### src/rtl/sha3_pkg.sv
// Shared SHA3 absorb definitions: mode encodings, rates, domain bytes, FSM state enum
// and the debug view of the absorb controller.
package sha3_pkg;

  localparam int WORD_BITS = 64;

  typedef enum logic [2:0] {
    MODE_SHAKE128 = 3'd0,
    MODE_SHAKE256 = 3'd1,
    MODE_SHA3_512 = 3'd2,
    MODE_SHA3_384 = 3'd3,
    MODE_SHA3_256 = 3'd4,
    MODE_SHA3_224 = 3'd5
  } mode_e;

  // Rate of each mode in 64-bit words (rate bytes / 8).
  localparam logic [4:0] RATE_SHAKE128 = 5'd21;
  localparam logic [4:0] RATE_SHAKE256 = 5'd17;
  localparam logic [4:0] RATE_SHA3_512 = 5'd9;
  localparam logic [4:0] RATE_SHA3_384 = 5'd13;
  localparam logic [4:0] RATE_SHA3_256 = 5'd17;
  localparam logic [4:0] RATE_SHA3_224 = 5'd18;

  localparam logic [7:0] DOMAIN_SHA3  = 8'h06;
  localparam logic [7:0] DOMAIN_SHAKE = 8'h1F;
  localparam logic [7:0] FINAL_BIT    = 8'h80;

  typedef enum logic [2:0] {
    ST_IDLE  = 3'd0,
    ST_FILL  = 3'd1,
    ST_PAD   = 3'd2,
    ST_ZERO  = 3'd3,
    ST_START = 3'd4,
    ST_CLEAR = 3'd5,
    ST_WAIT  = 3'd6
  } state_e;

  typedef struct packed {
    state_e     state;
    logic [4:0] cnt;
    logic       last_seen;
    logic       pad_pending;
  } dbg_t;

  // Encodings 6 and 7 are reserved and fold onto SHA3-256.
  function automatic mode_e decode_mode(input logic [2:0] sel);
    if (sel > 3'd5) return MODE_SHA3_256;
    return mode_e'(sel);
  endfunction

  function automatic logic [4:0] rate_words(input mode_e m);
    logic [4:0] r;
    case (m)
      MODE_SHAKE128: r = RATE_SHAKE128;
      MODE_SHAKE256: r = RATE_SHAKE256;
      MODE_SHA3_512: r = RATE_SHA3_512;
      MODE_SHA3_384: r = RATE_SHA3_384;
      MODE_SHA3_224: r = RATE_SHA3_224;
      default:       r = RATE_SHA3_256;
    endcase
    return r;
  endfunction

  function automatic logic [7:0] domain_byte(input mode_e m);
    if (m == MODE_SHAKE128 || m == MODE_SHAKE256) return DOMAIN_SHAKE;
    return DOMAIN_SHA3;
  endfunction

endpackage

### src/rtl/sha3_pad_word.sv
// Combinational FIPS-202 multi-rate padding of one 64-bit word: keeps the valid
// bytes, places the domain byte after them and ORs the final bit into byte 7.
module sha3_pad_word
  import sha3_pkg::*;
(
  input  logic [WORD_BITS-1:0] word_i,
  input  logic [3:0]           nbytes_i,
  input  logic [7:0]           domain_i,
  input  logic                 is_last_i,
  input  logic                 is_final_i,
  output logic [WORD_BITS-1:0] word_o
);

  always_comb begin
    word_o = '0;
    for (int k = 0; k < 8; k++) begin
      if (!is_last_i || (4'(k) < nbytes_i)) begin
        word_o[8*k +: 8] = word_i[8*k +: 8];
      end else if (4'(k) == nbytes_i) begin
        word_o[8*k +: 8] = domain_i;
      end
    end
    // is_final_i is only raised when the padding lives in the current block.
    if (is_final_i) begin
      word_o[63:56] = word_o[63:56] | FINAL_BIT;
    end
  end

endmodule

### src/rtl/sha3_absorb_ctrl.sv
// SHA3/SHAKE absorb sequencer: pads the message stream and drives the shift buffer
// and permutation start. Optional perf_blocks_o port under `SHA3_ABSORB_PERF_EN.
module sha3_absorb_ctrl
  import sha3_pkg::*;
#(
  parameter int WORD_W = 64
) (
  input  logic              clk,
  input  logic              reset,
  input  logic [2:0]        mode_sel_i,
  input  logic              start_i,
  input  logic              msg_valid_i,
  output logic              msg_ready_o,
  input  logic [WORD_W-1:0] msg_data_i,
  input  logic              msg_last_i,
  input  logic [3:0]        msg_bytes_i,
  output logic [WORD_W-1:0] din64_o,
  output logic              hash_ready_o,
  output logic              flag_o,
  output logic              perm_start_o,
  input  logic              perm_done_i,
  output logic              busy_o,
  output logic              done_o,
`ifdef SHA3_ABSORB_PERF_EN
  output logic [31:0]       perf_blocks_o,
`endif
  output dbg_t              dbg_o
);

  // Handshake: a message word transfers on a rising edge where msg_valid_i and
  // msg_ready_o are both high; msg_ready_o depends only on state, never on valid,
  // and the source must hold data/last/bytes stable until the transfer.

  state_e     state_q, state_d;
  mode_e      mode_q, mode_d;
  logic [4:0] cnt_q, cnt_d;
  logic       last_seen_q, last_seen_d;
  logic       pad_pending_q, pad_pending_d;
  logic       done_sticky_q, done_sticky_d;

  logic [4:0]        rate;
  logic [7:0]        domain;
  logic [4:0]        cnt_inc;
  logic              block_full;
  logic              at_final;
  logic [3:0]        last_bytes;
  logic              short_last;
  logic              shift;
  logic              perm_go;

  logic [WORD_W-1:0] pad_in;
  logic [3:0]        pad_nbytes;
  logic              pad_is_last;
  logic              pad_is_final;
  logic [WORD_W-1:0] pad_out;

  assign rate       = rate_words(mode_q);
  assign domain     = domain_byte(mode_q);
  assign cnt_inc    = cnt_q + 5'd1;
  assign block_full = (cnt_inc == rate);
  assign at_final   = (cnt_q == rate - 5'd1);
  assign last_bytes = (msg_bytes_i > 4'd8) ? 4'd8 : msg_bytes_i;
  assign short_last = msg_last_i && (last_bytes != 4'd8);
  assign perm_go    = perm_done_i || done_sticky_q;

  // Padding source selection: message words in FILL, a domain-only word in PAD,
  // all-zero words in ZERO. The final bit is only applied once padding has begun.
  always_comb begin
    pad_in       = '0;
    pad_nbytes   = 4'd8;
    pad_is_last  = 1'b0;
    pad_is_final = 1'b0;
    case (state_q)
      ST_FILL: begin
        pad_in       = msg_data_i;
        pad_nbytes   = last_bytes;
        pad_is_last  = msg_last_i;
        pad_is_final = at_final && short_last;
      end
      ST_PAD: begin
        pad_nbytes   = 4'd0;
        pad_is_last  = 1'b1;
        pad_is_final = at_final;
      end
      ST_ZERO: begin
        pad_is_final = at_final;
      end
      default: ;
    endcase
  end

  sha3_pad_word u_pad (
    .word_i     (pad_in),
    .nbytes_i   (pad_nbytes),
    .domain_i   (domain),
    .is_last_i  (pad_is_last),
    .is_final_i (pad_is_final),
    .word_o     (pad_out)
  );

  always_comb begin
    state_d       = state_q;
    mode_d        = mode_q;
    cnt_d         = cnt_q;
    last_seen_d   = last_seen_q;
    pad_pending_d = pad_pending_q;
    done_sticky_d = done_sticky_q;
    msg_ready_o   = 1'b0;
    flag_o        = 1'b0;
    perm_start_o  = 1'b0;
    done_o        = 1'b0;
    shift         = 1'b0;
    case (state_q)
      ST_IDLE: begin
        if (start_i) begin
          mode_d        = decode_mode(mode_sel_i);
          cnt_d         = 5'd0;
          last_seen_d   = 1'b0;
          pad_pending_d = 1'b0;
          done_sticky_d = 1'b0;
          state_d       = ST_FILL;
        end
      end
      ST_FILL: begin
        msg_ready_o = 1'b1;
        if (msg_valid_i) begin
          shift = 1'b1;
          cnt_d = cnt_inc;
          if (msg_last_i) begin
            last_seen_d   = 1'b1;
            pad_pending_d = !short_last;
          end
          if (block_full)      state_d = ST_START;
          else if (msg_last_i) state_d = short_last ? ST_ZERO : ST_PAD;
        end
      end
      ST_PAD: begin
        shift         = 1'b1;
        cnt_d         = cnt_inc;
        pad_pending_d = 1'b0;
        state_d       = block_full ? ST_START : ST_ZERO;
      end
      ST_ZERO: begin
        shift   = 1'b1;
        cnt_d   = cnt_inc;
        state_d = block_full ? ST_START : ST_ZERO;
      end
      ST_START: begin
        perm_start_o = 1'b1;
        state_d      = ST_CLEAR;
      end
      ST_CLEAR: begin
        flag_o = 1'b1;
        cnt_d  = 5'd0;
        // A very fast permutation may finish while the buffer is still clearing.
        if (perm_done_i) done_sticky_d = 1'b1;
        state_d = ST_WAIT;
      end
      ST_WAIT: begin
        if (perm_go) begin
          done_sticky_d = 1'b0;
          if (!last_seen_q) begin
            state_d = ST_FILL;
          end else if (pad_pending_q) begin
            state_d = ST_PAD;
          end else begin
            done_o  = 1'b1;
            state_d = ST_IDLE;
          end
        end
      end
      default: state_d = ST_IDLE;
    endcase
  end

  assign hash_ready_o = !shift;
  assign din64_o      = shift ? pad_out : '0;
  assign busy_o       = (state_q != ST_IDLE);

  always_ff @(posedge clk or posedge reset) begin
    if (reset) begin
      state_q       <= ST_IDLE;
      mode_q        <= MODE_SHA3_256;
      cnt_q         <= 5'd0;
      last_seen_q   <= 1'b0;
      pad_pending_q <= 1'b0;
      done_sticky_q <= 1'b0;
    end else begin
      state_q       <= state_d;
      mode_q        <= mode_d;
      cnt_q         <= cnt_d;
      last_seen_q   <= last_seen_d;
      pad_pending_q <= pad_pending_d;
      done_sticky_q <= done_sticky_d;
    end
  end

`ifdef SHA3_ABSORB_PERF_EN
  always_ff @(posedge clk or posedge reset) begin
    if (reset) begin
      perf_blocks_o <= 32'd0;
    end else if (state_q == ST_START) begin
      perf_blocks_o <= perf_blocks_o + 32'd1;
    end
  end
`endif

  assign dbg_o.state       = state_q;
  assign dbg_o.cnt         = cnt_q;
  assign dbg_o.last_seen   = last_seen_q;
  assign dbg_o.pad_pending = pad_pending_q;

endmodule

### config.mk
export PLATFORM = sky130hd
export DESIGN_NAME = sha3_absorb_ctrl
export DESIGN_NICKNAME = d
export VERILOG_FILES = /design/src/rtl/sha3_pkg.sv /design/src/rtl/sha3_pad_word.sv /design/src/rtl/sha3_absorb_ctrl.sv
export SDC_FILE = /design/constraint.sdc
export NUM_CORES = 1
export LEC_CHECK = 0
export CAP_MARGIN = 20
export CORE_ASPECT_RATIO = 0.7
export CORE_MARGIN = 8
export CORE_UTILIZATION = 35
export CTS_BUF_LIST = sky130_fd_sc_hd__clkbuf_4
export DETAILED_ROUTE_END_ITERATION = 10
export GPL_TIMING_DRIVEN = 1
export HOLD_SLACK_MARGIN = 0.03
export PLACE_DENSITY_LB_ADDON = 0.1
export SETUP_SLACK_MARGIN = 0.15
export SYNTH_ARGS = -nofsm -noshare
export SYNTH_HDL_FRONTEND = slang
export SYNTH_HIERARCHICAL = 1
export SYNTH_SLANG_ARGS = --single-unit
### constraint.sdc
create_clock -name clk -period 7.5 [get_ports clk]
set_input_delay 1.875 -clock clk [delete_from_list [all_inputs] [get_ports clk]]
set_output_delay 1.875 -clock clk [all_outputs]
set_load 0.005 [all_outputs]
# Word-level counts from Yosys, hierarchy flattened
# Cells that the tools add are included.
[op_classes] addsub=2 magnitude_cmp=10 eq_ne=26 n_mux=64 n_reduce_logical=30
[op_table] cell="$mux W8" n=19
[op_table] cell="$mux W64" n=2
[op_table] cell="$pmux W5 S4" n=2
[op_table] cell="$mux W3" n=8
[op_table] cell="$mux W1" n=20
[op_table] cell="$pmux W3 S6" n=1
[op_table] cell="$eq A3 B4 Y1 const A" n=4
[op_table] cell="$lt A3 B4 Y1 const A" n=4
[op_table] cell="$reduce_and A4 Y1" n=4
[op_table] cell="$eq A3 B2 Y1 const B" n=4
[op_table] cell="$eq A3 B3 Y1 const B" n=4
[op_table] cell="$eq A5 B5 Y1" n=2
[op_table] cell="$logic_or A1 B1 Y1" n=10
[op_table] cell="$mux W5" n=2
[op_table] cell="$ne A2 B2 Y1 const B" n=5
[op_table] cell="$reduce_bool A3 Y1" n=3
[op_table] cell="$eq A2 B4 Y1 const A" n=2
[op_table] cell="$lt A1 B4 Y1 const A" n=2
[op_table] cell="$lt A2 B4 Y1 const A" n=2
[op_table] cell="$pmux W1 S2" n=4
[op_table] cell="$pmux W4 S2" n=1
[op_table] cell="$eq A3 B1 Y1 const B" n=2
[op_table] cell="$logic_not A3 Y1" n=2
[op_table] cell="$pmux W1 S3" n=2
[op_table] cell="other kinds (17)" n=21
[word_totals] reg_bits=14 in_bits=77 out_inout_bits=80 wordCells=138

# Longest topological paths before layout
# Gate-level depths: netlist of the first run.
[logic_depth] ltp_word=9 ltp_mapped=12 mapped_depth_nobuf=8

# Cells and area by module
# Netlist of the first run, hierarchy kept.
[modules_own_cells] module="sha3_absorb_ctrl" instances=1 cells_each=300 area_each_um2=2034.5
[modules_own_cells] module="sha3_pad_word" instances=1 cells_each=170 area_each_um2=1033.5

# Worst setup path after synthesis of the first run
# No wires, ideal clock.
[synth_timing] path_type="input port to output port" startpoint="in msg_bytes_i[3]" endpoint="out din64_o[0]" arrival_time_ps=3457 slack_ps=2168 path_stages=7 n_path_buf=1 cell_sequence="inv_1 a21oi_1 or2_2 or4_1 buf_4 mux2_4 and2_1"
[synth_between] elab_chain_cells=7
[synth_lines] item="start, declared" line="sha3_absorb_ctrl.sv:16" text="input logic [3:0] msg_bytes_i,"
[synth_lines] item="$gt A4 B4 Y1" line="sha3_absorb_ctrl.sv:62" text="assign last_bytes = (msg_bytes_i > 4'd8) ? 4'd8 : msg_bytes_i;"
[synth_lines] item="$mux W4 (*)" line="sha3_absorb_ctrl.sv:62"
[synth_lines] item="$pmux W4 S2 (*)" line="sha3_absorb_ctrl.sv:73" text="case (state_q)"
[synth_lines] item="named net pad_nbytes[3]" line="sha3_absorb_ctrl.sv:52" text="logic [3:0] pad_nbytes;"
[synth_lines] item="$lt A1 B4 Y1 / $logic_not A4 Y1 (equally long branches)" line="sha3_pad_word.sv:17, sha3_pad_word.sv:19"
[synth_lines] item="$logic_or A1 B1 Y1 / $mux W8 (equally long branches)" line="sha3_pad_word.sv:17, sha3_pad_word.sv:19"
[synth_lines] item="$mux W8 (*)" line="sha3_pad_word.sv:17" text="if (!is_last_i || (4'(k) < nbytes_i)) begin"
[synth_lines] item="named net pad_out[0]" line="sha3_absorb_ctrl.sv:55" text="logic [WORD_W-1:0] pad_out;"
[synth_lines] item="$mux W64 (*)" line="sha3_absorb_ctrl.sv:177" text="assign din64_o = shift ? pad_out : '0;"
[synth_lines] item="end, declared" line="sha3_absorb_ctrl.sv:17" text="output logic [WORD_W-1:0] din64_o,"
# The timed path passes the listed nets; every way through them passes the cells marked *.

# Worst setup path in the final report of the first run
[layout_timing] startpoint="in msg_bytes_i[3]" endpoint="out din64_o[19]"
[layout_between] elab_chain_cells=7
[layout_lines] item="$gt A4 B4 Y1" line="sha3_absorb_ctrl.sv:62"
[layout_lines] item="$mux W4 (*)" line="sha3_absorb_ctrl.sv:62"
[layout_lines] item="$pmux W4 S2 (*)" line="sha3_absorb_ctrl.sv:73"
[layout_lines] item="named net pad_nbytes[3]" line="sha3_absorb_ctrl.sv:52"
[layout_lines] item="$lt A2 B4 Y1 / $eq A2 B4 Y1 (equally long branches)" line="sha3_pad_word.sv:17, sha3_pad_word.sv:19"
[layout_lines] item="$logic_or A1 B1 Y1 / $mux W8 (equally long branches)" line="sha3_pad_word.sv:17, sha3_pad_word.sv:19"
[layout_lines] item="$mux W8 (*)" line="sha3_pad_word.sv:17"
[layout_lines] item="named net pad_out[19]" line="sha3_absorb_ctrl.sv:55"
[layout_lines] item="$mux W64 (*)" line="sha3_absorb_ctrl.sv:177"
# Marked as above.

==> results.cfg, run 1 <==
[outcome]
outcome = complete, no violations

[floorplan]
fp-row-count = 28
die_y_um = 94.3
io_pins = 157
die_area_sq_um = 12100
die_width_um = 128
core_area_sq_um = 8480
initial_core_util_pct = 36.2

[cts]
numCtsBuffers = 3
post_cts_buffers = 0
clk-insertion-delay-late_ps = 300
cts_resized = 0
ctsHtreeMaxLevel = 1
cts.path.max_buffers = 2
clk_pin_slew_ps = 100
cts_tree = yes
postCtsHoldBufs = 0
cts_root_buf = clkbuf_4
clock_sinks = 14

[logic_synthesis]
synth_ff_type = dfrtp_1
async_flop_share_pct = 100
synthAdderAreaFrac_pct = 0.408
netlist.area_leader.share_pct = 26.5
muxShareOfSynthArea_pct = 7.22
synth_cells = 470
synth_seq_cells = 14
synth_top_family_by_area = simple AND/OR/NAND/NOR gates
synth_area_leaders = and2_1 27%, dfrtp_1 11%, nand2_1 8.4%, a22o_1 6.6%, o21ai_1 5.4%
synth-compound-area-share_pct = 21.4
yosysWarnings = 6
ys_seq_area_share_pct = 11.5
synth_xor_area_share_pct = 0.816
syn_area_sq_um = 3070
ys_types = 60
synth-simple-area-share_pct = 48.9
yosysTopAreaCell = and2_1
synth_edf_count = 0
syn_area_per_cell_sq_um = 6.53

[sta]
skew_ps = 11.7
fmax_ghz = 0.149
max-slew-margin-rel_pct = 48.2
hold_viol_final = 0
period_share_pct = 89.5
worst_slew_pin_slew_ps = 776
rsz0062_at_grt = false
drv_slew = 0
worst_slack_ps = 786
timing.final.crit_period_ps = 6710
setup_viol = 0
tns_ps = 0

[global_routing]
grt_overflow = 0
grt_max_degree = 55
grt_pass1_wl_um = 18500
grt_pass1_vias = 3472
antenna_found_initial = 0
grt_usage_pct = 18.6

[worst_setup_path]
cp_max_fo = 25
setup.worst_path.end_class = output pin
critPathMaxStageDelay_ps = 710
crit_path_cell_trace = clkdlybuf4s50_1 > inv_1 > a21oi_1 > or2_2 > or3b_1 > or2_0 > o21ai_1 > and2_1 > clkdlybuf4s50_1
cpLargestDelayFamily = simple AND/OR/NAND/NOR gates
slowest_stage = or3b_1
cp_data_required_time_ps = 5620
arrival_ps = 4840
critPathBufInv = 3
start_kind = input port
critPathMostFrequentCell = clkdlybuf4s50_1
crit_type = in2out

[layout]
syn_to_final_growth_pct = 51.7
fin_area_sq_um = 4650
finalNonFillerCells = 708
drive_above_1_share_pct = 5.44
fillCellCount = 852
diodes = 0
nNetsFinal = 667

[pwr]
swShare_pct = 47.6
seqPwrFrac_pct = 14.1
clkPwrFrac_pct = 3.8
intPower_uw = 735
peakVddDrop_v = 0.000153
power_density_nw_per_um2 = 301
power_leakage_nw = 1.84
p_switching_uw = 667
combPwrFrac_pct = 82.1

[detailed_routing]
routed_wirelength_um = 11700
drtPass1Iterations = 5
route.detailed.drc = 0
drt-vias-per-instance = 5.06
wl_per_cell_um = 16.5
drtAntennaViolNets = 0
drt_iter0_drc = 270
dr_total_vias = 3586

[placement]
dpl_cell_area_sq_um = 4610
port_buffers = 156
pre_cts_ws_ps = 807
place_hpwl_um = 8940
place.gp.congestion = 0.835
dp.cells = 703

[flow_run]
cap_violations = 0

[hold_path]
hp-class = reg2reg
## stage by stage
| stage | total power, mW | hold slack [ps] | util, % |
|---|---|---|---|
| 2_1_floorplan | 0.890 | 481 | - |
| 3_3_place_gp | 1.32 | 539 | 54.4 |
| 3_5_place_dp | 1.34 | 528 | 54.4 |
| 4_1_cts | 1.40 | 559 | 54.7 |
| 5_1_grt | 1.55 | 602 | 54.9 |
| 6_report | 1.40 | 560 | 54.9 |
## tightest hold or removal path: stages (launching register included)
cell and delay, ps:
dfrtp_1 420, nand2_1 60, nand2_1 50
## kinds of logic after synthesis
group | after synthesis
other | 2
multiplexers | 18
XOR/XNOR | 2
AO/OA/AOI/OAI | 100
flip-flops | 14
adder cells (fa/ha/maj) | 1
AND/OR/NAND/NOR | 266
buffers and inverters | 67
## metal layers
metal	wire length (um)	GRT usage, %
met5	0	0
met2	5110	29.7
met3	994	5.46
met1	5550	25.2
met4	19	0.985
## cell usage after synthesis (all sizes together), types with 2 or more instances
| master | count |
|---|---|
| a21o | 2 |
| a21oi | 13 |
| a22o | 23 |
| a22oi | 2 |
| a31oi | 2 |
| and2 | 130 |
| and3 | 7 |
| buf | 19 |
| clkbuf | 31 |
| conb | 2 |
| dfrtp | 13 |
| inv | 17 |
| mux2 | 9 |
| mux2i | 9 |
| nand2 | 69 |
| nand2b | 8 |
| nand3 | 7 |
| nand3b | 2 |
| nand4 | 2 |
| nor2 | 13 |
| nor2b | 4 |
| nor3 | 5 |
| nor3b | 4 |
| nor4b | 2 |
| o2111ai | 2 |
| o211ai | 2 |
| o21ai | 44 |
| o21bai | 2 |
| or2 | 3 |
| or3 | 4 |
## sequential cells by signal (all words and copies together), names as in the netlist
name / flops
pad_pending_q: 1
done_sticky_q: 1
cnt_q: 5
state_q: 3
mode_q: 3
last_seen_q: 1
## worst paths after layout
check / startpoint / to / slack, ps / cells past startpoint
worst max-delay path: msg_bytes_i[3] / din64_o[19] / 790 / 9
worst min-delay path: pad_pending_q / pad_pending_q / 560 / 2
worst max register to register: cnt_q[0] / state_q[0] / 5150 / 7
worst min register to register: pad_pending_q / pad_pending_q / 560 / 2
max in group asynchronous: reset / mode_q[1] / 5170 / 2
min in group asynchronous: reset / done_sticky_q / 1930 / 2
## power by group through the flow
stage	registers, mW	logic (mW)	clock network (mW)
floorplan	0.145	0.745	0
global placement	0.197	1.13	0
detailed placement	0.197	1.14	0
CTS	0.196	1.15	0.0530
global route	0.208	1.28	0.0568
finish	0.198	1.15	0.0532
## layout make-up
cell class / count / area (sq um) / share of cell area, %
flip-flops and latches: 14 / 352 / 7.56
clock buffers: 4 / 30.0 / 0.645
inverters: 17 / 63.8 / 1.37
multi-input cells: 392 / 2450 / 52.7
well taps: 120 / 150 / 3.23
repair buffers: 161 / 1610 / 34.5
## cell usage in the layout (no fill, tap or decap), types with 3 or more instances in the layout
| cell | n |
|---|---|
| o21ai_0 | 11 |
| o21ai_1 | 33 |
| mux2_4 | 8 |
| nor3_1 | 5 |
| clkbuf_4 | 4 |
| clkdlybuf4s50_1 | 156 |
| and2_1 | 130 |
| buf_4 | 4 |
| nand2b_1 | 8 |
| inv_1 | 16 |
| dfrtp_1 | 13 |
| nand3_1 | 6 |
| nor2_1 | 10 |
| and3_1 | 6 |
| conb_1 | 5 |
| or3_1 | 4 |
| a22o_1 | 23 |
| nor2b_1 | 4 |
| nor3b_1 | 3 |
| a21oi_1 | 13 |
| mux2i_1 | 9 |
| nand2_1 | 69 |
(Power assumes the default switching activity.)
==> run 2, diff against run 1 <==
--- a/config.mk
+++ b/config.mk
@@ -13,8 +13,10 @@
 export DETAILED_ROUTE_END_ITERATION = 10
 export GPL_TIMING_DRIVEN = 1
 export HOLD_SLACK_MARGIN = 0.03
+export MAX_ROUTING_LAYER = met4
 export PLACE_DENSITY_LB_ADDON = 0.1
 export SETUP_SLACK_MARGIN = 0.15
+export SKIP_LAST_GASP = 1
 export SYNTH_ARGS = -nofsm -noshare
 export SYNTH_HDL_FRONTEND = slang
 export SYNTH_HIERARCHICAL = 1
==> constraint.sdc (replaced) <==
create_clock -name clk -period 6.89 [get_ports clk]
set_input_delay 1.7225 -clock clk [delete_from_list [all_inputs] [get_ports clk]]
set_output_delay 1.7225 -clock clk [all_outputs]
set_load 0.005 [all_outputs]
==> results.cfg, run 2 (synthesized netlist as in run 1, its figures left out) <==
[worst_setup_path]
critPathMaxStageDelay_ps = 500
reg2reg_depth = 7
critPathBufInv = 4
setup.worst_path.end_class = output pin
cpLargestDelayFamily = buffers and inverters
timing.rr.start = cnt_q[0]
crit_path_cell_trace = clkdlybuf4s50_1 > inv_1 > a21oi_1 > or2_2 > or3b_1 > buf_4 > or2_0 > o21ai_1 > and2_1 > clkdlybuf4s50_1
cp_data_required_time_ps = 5170
slowest_stage = clkdlybuf4s50_1
r2r_slack_ps = 4560
arrival_ps = 4480
start_kind = input port
cp_max_fo = 25
reg2reg_to = state_q[0]
critPathMostFrequentCell = clkdlybuf4s50_1
crit_type = in2out

[global_routing]
grt_pass1_vias = 3457
met3_usage_pct = 4.33
grt_max_degree = 55
grtUsageMet2_pct = 29.2
grt_use_met1_pct = 26.3
antenna_found_initial = 0
grt_overflow = 0
grt_busiest_layer = met2
grt_usage_pct = 19.2
grt_pass1_wl_um = 18300

[placement]
pre_cts_ws_ps = 711
dp.cells = 705
place_hpwl_um = 8820
place.gp.congestion = 0.846
dpl_cell_area_sq_um = 4620
port_buffers = 156

[sta]
skew_ps = 5.39
setup_viol = 0
period_share_pct = 90.0
worst_slack_ps = 686
hold_viol_final = 0
whs_ps = 569
fmax_ghz = 0.161
drv_slew = 0
rsz0062_at_grt = false
worst_slew_pin_slew_ps = 730
timing.final.crit_period_ps = 6200
max-slew-margin-rel_pct = 51.3
tns_ps = 0

[pwr]
p_total_mw = 1.53
peakVddDrop_v = 0.000137
power_density_nw_per_um2 = 327
power_leakage_nw = 1.85

[floorplan]
core_area_sq_um = 8480
die_y_um = 94.3
io_pins = 157
fp-row-count = 28
die_width_um = 128
initial_core_util_pct = 36.2
die_area_sq_um = 12100

[detailed_routing]
drt_iter0_drc = 177
wl_per_cell_um = 16.4
drt-vias-per-instance = 5.00
route.detailed.drc = 0
drtAntennaViolNets = 0
dr_total_vias = 3550
drtPass1Iterations = 5
routed_wirelength_um = 11600

[cts]
numCtsBuffers = 3
ctsHtreeMaxLevel = 1
cts_root_buf = clkbuf_4
cts_tree = yes
postCtsHoldBufs = 0
clk_pin_slew_ps = 100
cts_resized = 0
cts.path.max_buffers = 2
clock_sinks = 14
post_cts_buffers = 0
clk-insertion-delay-late_ps = 300

[hold_path]
whs_endpoint = pad_pending_q
hold_depth = 2
hp-class = reg2reg
worstHoldStart = pad_pending_q

[layout]
drive_above_1_share_pct = 5.59
nNetsFinal = 669
final_cell_mix = 156 x clkdlybuf4s50_1, 130 x and2_1, 69 x nand2_1
fin_area_sq_um = 4660
diodes = 0
largest_reg_flops = 5
top_register = cnt_q
reg_top3 = cnt_q (5), mode_q (3), state_q (3)
utilization_pct = 55.0
finalNonFillerCells = 710
layout_commonest_cell = clkdlybuf4s50_1
syn_to_final_growth_pct = 51.9

[flow_run]
cap_violations = 0

[outcome]
outcome = complete, no violations
run 2: final cells by class:
class                           count  area [sq um]
Multi-Input combinational cell    392          2450
Timing Repair Buffer              163          1620
Inverter                           17          63.8
Fill cell                         826          3820
Tap cell                          120           150
Sequential cell                    14           352
Clock buffer                        3          22.5
Clock inverter                      1          3.75
run 2: where the power goes:
part,internal (mW),switching [mW]
clock,0.0211,0.0321
sequential,0.119,0.0957
combinational,0.660,0.598
run 2: worst max-delay path by stage:
| stage | startpoint | end | slack, ps | cells past startpoint |
|---|---|---|---|---|
| 6_report | msg_bytes_i[3] | din64_o[19] | 690 | 10 |
| 5_1_grt | msg_last_i | din64_o[19] | 470 | 9 |
| 4_1_cts | msg_last_i | din64_o[0] | 690 | 8 |
| 3_5_place_dp | msg_bytes_i[3] | din64_o[20] | 710 | 10 |
| 3_3_place_gp | msg_bytes_i[3] | din64_o[19] | 740 | 10 |
| 2_1_floorplan | msg_bytes_i[3] | din64_o[0] | 1860 | 7 |
run 2: per-layer routing:
metal,part of all wire [%],routed length [um]
met1,50,5770
met3,7.3,846
met4,0.26,30
met5,0,0
met2,43,5000
run 2: worst reg2reg max path, cell delays in order, from the launching register on:
cell and delay, ps:
dfrtp_1 580, ha_1 410, xor2_2 150, and4_1 220
a211o_1 280, o2111ai_2 290, a31o_1 220, o2bb2ai_1 110
==> RTL change (flow settings as in run 2) <==
The option `SHA3_ABSORB_PERF_EN` is turned on by a define.
--- a/src/rtl/sha3_absorb_ctrl.sv
+++ b/src/rtl/sha3_absorb_ctrl.sv
@@ -1,4 +1,6 @@
 // SHA3/SHAKE absorb sequencer: pads the message stream and drives the shift buffer
 // and permutation start. Optional perf_blocks_o port under `SHA3_ABSORB_PERF_EN.
+`define SHA3_ABSORB_PERF_EN
+
 module sha3_absorb_ctrl
   import sha3_pkg::*;
Formal check against the unedited RTL (old outputs only; new: perf_blocks_o): equivalent (Yosys induction, for registers that start in step).
==> RTL change against run 2 <==
Worst hold slack worse by 73 ps. Power is 19% higher. Design area up 40%. Final cell count up 25%. Non-clock buffer count up 40. Sequential share of layout area increased by 10 points. Sequential cell count up 32. Wire length up 36%. Core utilization shrank 2.6 points. Area after synthesis rose by 47%. Critical path depth decreased by 2. Setup slack lost 170 ps. Maximum frequency down 2.6%. Critical endpoint is now din64_o[5]. Largest power group unchanged.
==> RTL change: results (changes against run 2) <==
| Metric | Value |
|---|---|
| FF+latch area | `0.001154 mm2 (was 351.6 um2)` |
| IR drop worst, VDD | `0.2666 mV (was 0.1373 mV)` |
| Commonest cells post-synth | `and3_1, and2_1, nand2_1, dfrtp_1, a22o_1 (was and2_1, nand2_1, o21ai_1, clkbuf_1, a22o_1)` |
| DR WL met2 | `7118 um (was 5002 um)` |
| Met3 routed WL | `1139 um (was 846 um)` |
| Initial DRC count | `228 (was 177)` |
| Net Sw Frac | `0.4363 (was 0.4758)` |
| Post-Route Utilization | `0.5241 (was 0.5497)` |
| Non-clock inverter count | `20 (was 17)` |
| Avg WL per Cell | `17.85 um (was 16.40 um)` |
| Largest stage delay, worst path | `780 ps (was 500 ps)` |
| Multiplexer share of the synthesized area | `0.04868 (was 0.07219)` |
| Fillers | `1197 (was 826)` |
| Cell count after placement | `879 (was 705)` |
| Xor/xnor cell area share of the yosys netlist | `0.08595 (was 0.008157)` |
| Fmax | `0.1570 GHz (was 0.1612 GHz)` |
| Status | `finished, final reports clean (unchanged)` |
| Compound-gate portion of the synthesized area | `0.1522 (was 0.2141)` |
| Crit path max fanout | `17 (was 25)` |
| Pleak | `0.002874 uW (was 0.001848 uW)` |
| Full die area | `0.01679 mm2 (was 0.01206 mm2)` |
| Post-place instance area | `0.006459 mm2 (was 0.004623 mm2)` |
| R2r startpoint | `state_q[0] (was cnt_q[0])` |
| Crit path from | `msg_last_i (was msg_bytes_i[3])` |
| Share of cells above drive strength 1 | `0.07163 (was 0.05593)` |
| Largest net degree at the start of global routing | `66 (was 55)` |
| Final Non-Filler Cells | `888 (was 710)` |
| M3 GR Usage | `0.04241 (was 0.04333)` |
| Signal buffers | `203 (was 163)` |
| End point of the critical path | `din64_o[5] (was din64_o[19])` |
| Nets | `805 (was 669)` |
| Power density cells | `278.7 mW/mm2 (was 327.3 mW/mm2)` |
| Count of multi-input gates | `449 (was 392)` |
| TritonRoute pass-1 iters | `4 (was 5)` |
| Post-synthesis register bit count | `46 (was 14)` |
| Initial antenna violation count | `1 (was 0)` |
| Clock slew at reported path FFs | `150 ps (was 100 ps)` |
| Post-place setup slack | `554.2 ps (was 711.5 ps)` |
| Met1 Track Usage GR | `0.2601 (was 0.2634)` |
| Clock group total power | `135 uW (was 53.2 uW)` |
| M1 WL | `7487 um (was 5765 um)` |
| Worst path slowest cell | `or4b_1 (was clkdlybuf4s50_1)` |
| Netlist cell types | `58 (was 60)` |
| Regs by FF count | `perf_blocks_o x32, cnt_q x5 (was cnt_q x5, mode_q x3, state_q x3)` |
| Slew headroom | `0.5326 (was 0.5134)` |
| Clock buffers | `6 (was 3)` |
| Number of global-route vias before repair | `4504 (was 3457)` |
| GRT Util Overall | `0.1891 (was 0.1924)` |
| Fraction of area in non-clock buffers | `0.3065 (was 0.3471)` |
| FF-to-FF setup slack | `4590 ps (was 4560 ps)` |
| CTS Buf Count | `5 (was 3)` |
| PortBufs | `188 (was 156)` |
[RTL change: cell count changes after synthesis, moves of 17 or more]
| cell | before | now |
|---|---|---|
| o21ai_0 | 11 | 32 |
| o21ai_1 | 33 | 0 |
| dfrtp_1 | 13 | 45 |
| and2_1 | 130 | 67 |
| nand2_1 | 69 | 52 |
| and3_1 | 6 | 72 |
| xnor2_1 | 1 | 33 |
[RTL change: worst min-delay path by stage]
| stage | depth (start not counted) | end | from | slack [ps] |
|---|---|---|---|---|
| after floorplan | 1 | perf_blocks_o[31] | perf_blocks_o[31] | 470 |
| after CTS | 1 | perf_blocks_o[31] | perf_blocks_o[31] | 490 |
| after detailed placement | 1 | perf_blocks_o[31] | perf_blocks_o[31] | 470 |
| after global placement | 1 | perf_blocks_o[31] | perf_blocks_o[31] | 470 |
| final | 1 | perf_blocks_o[31] | perf_blocks_o[31] | 500 |
| after global routing | 1 | perf_blocks_o[31] | perf_blocks_o[31] | 500 |
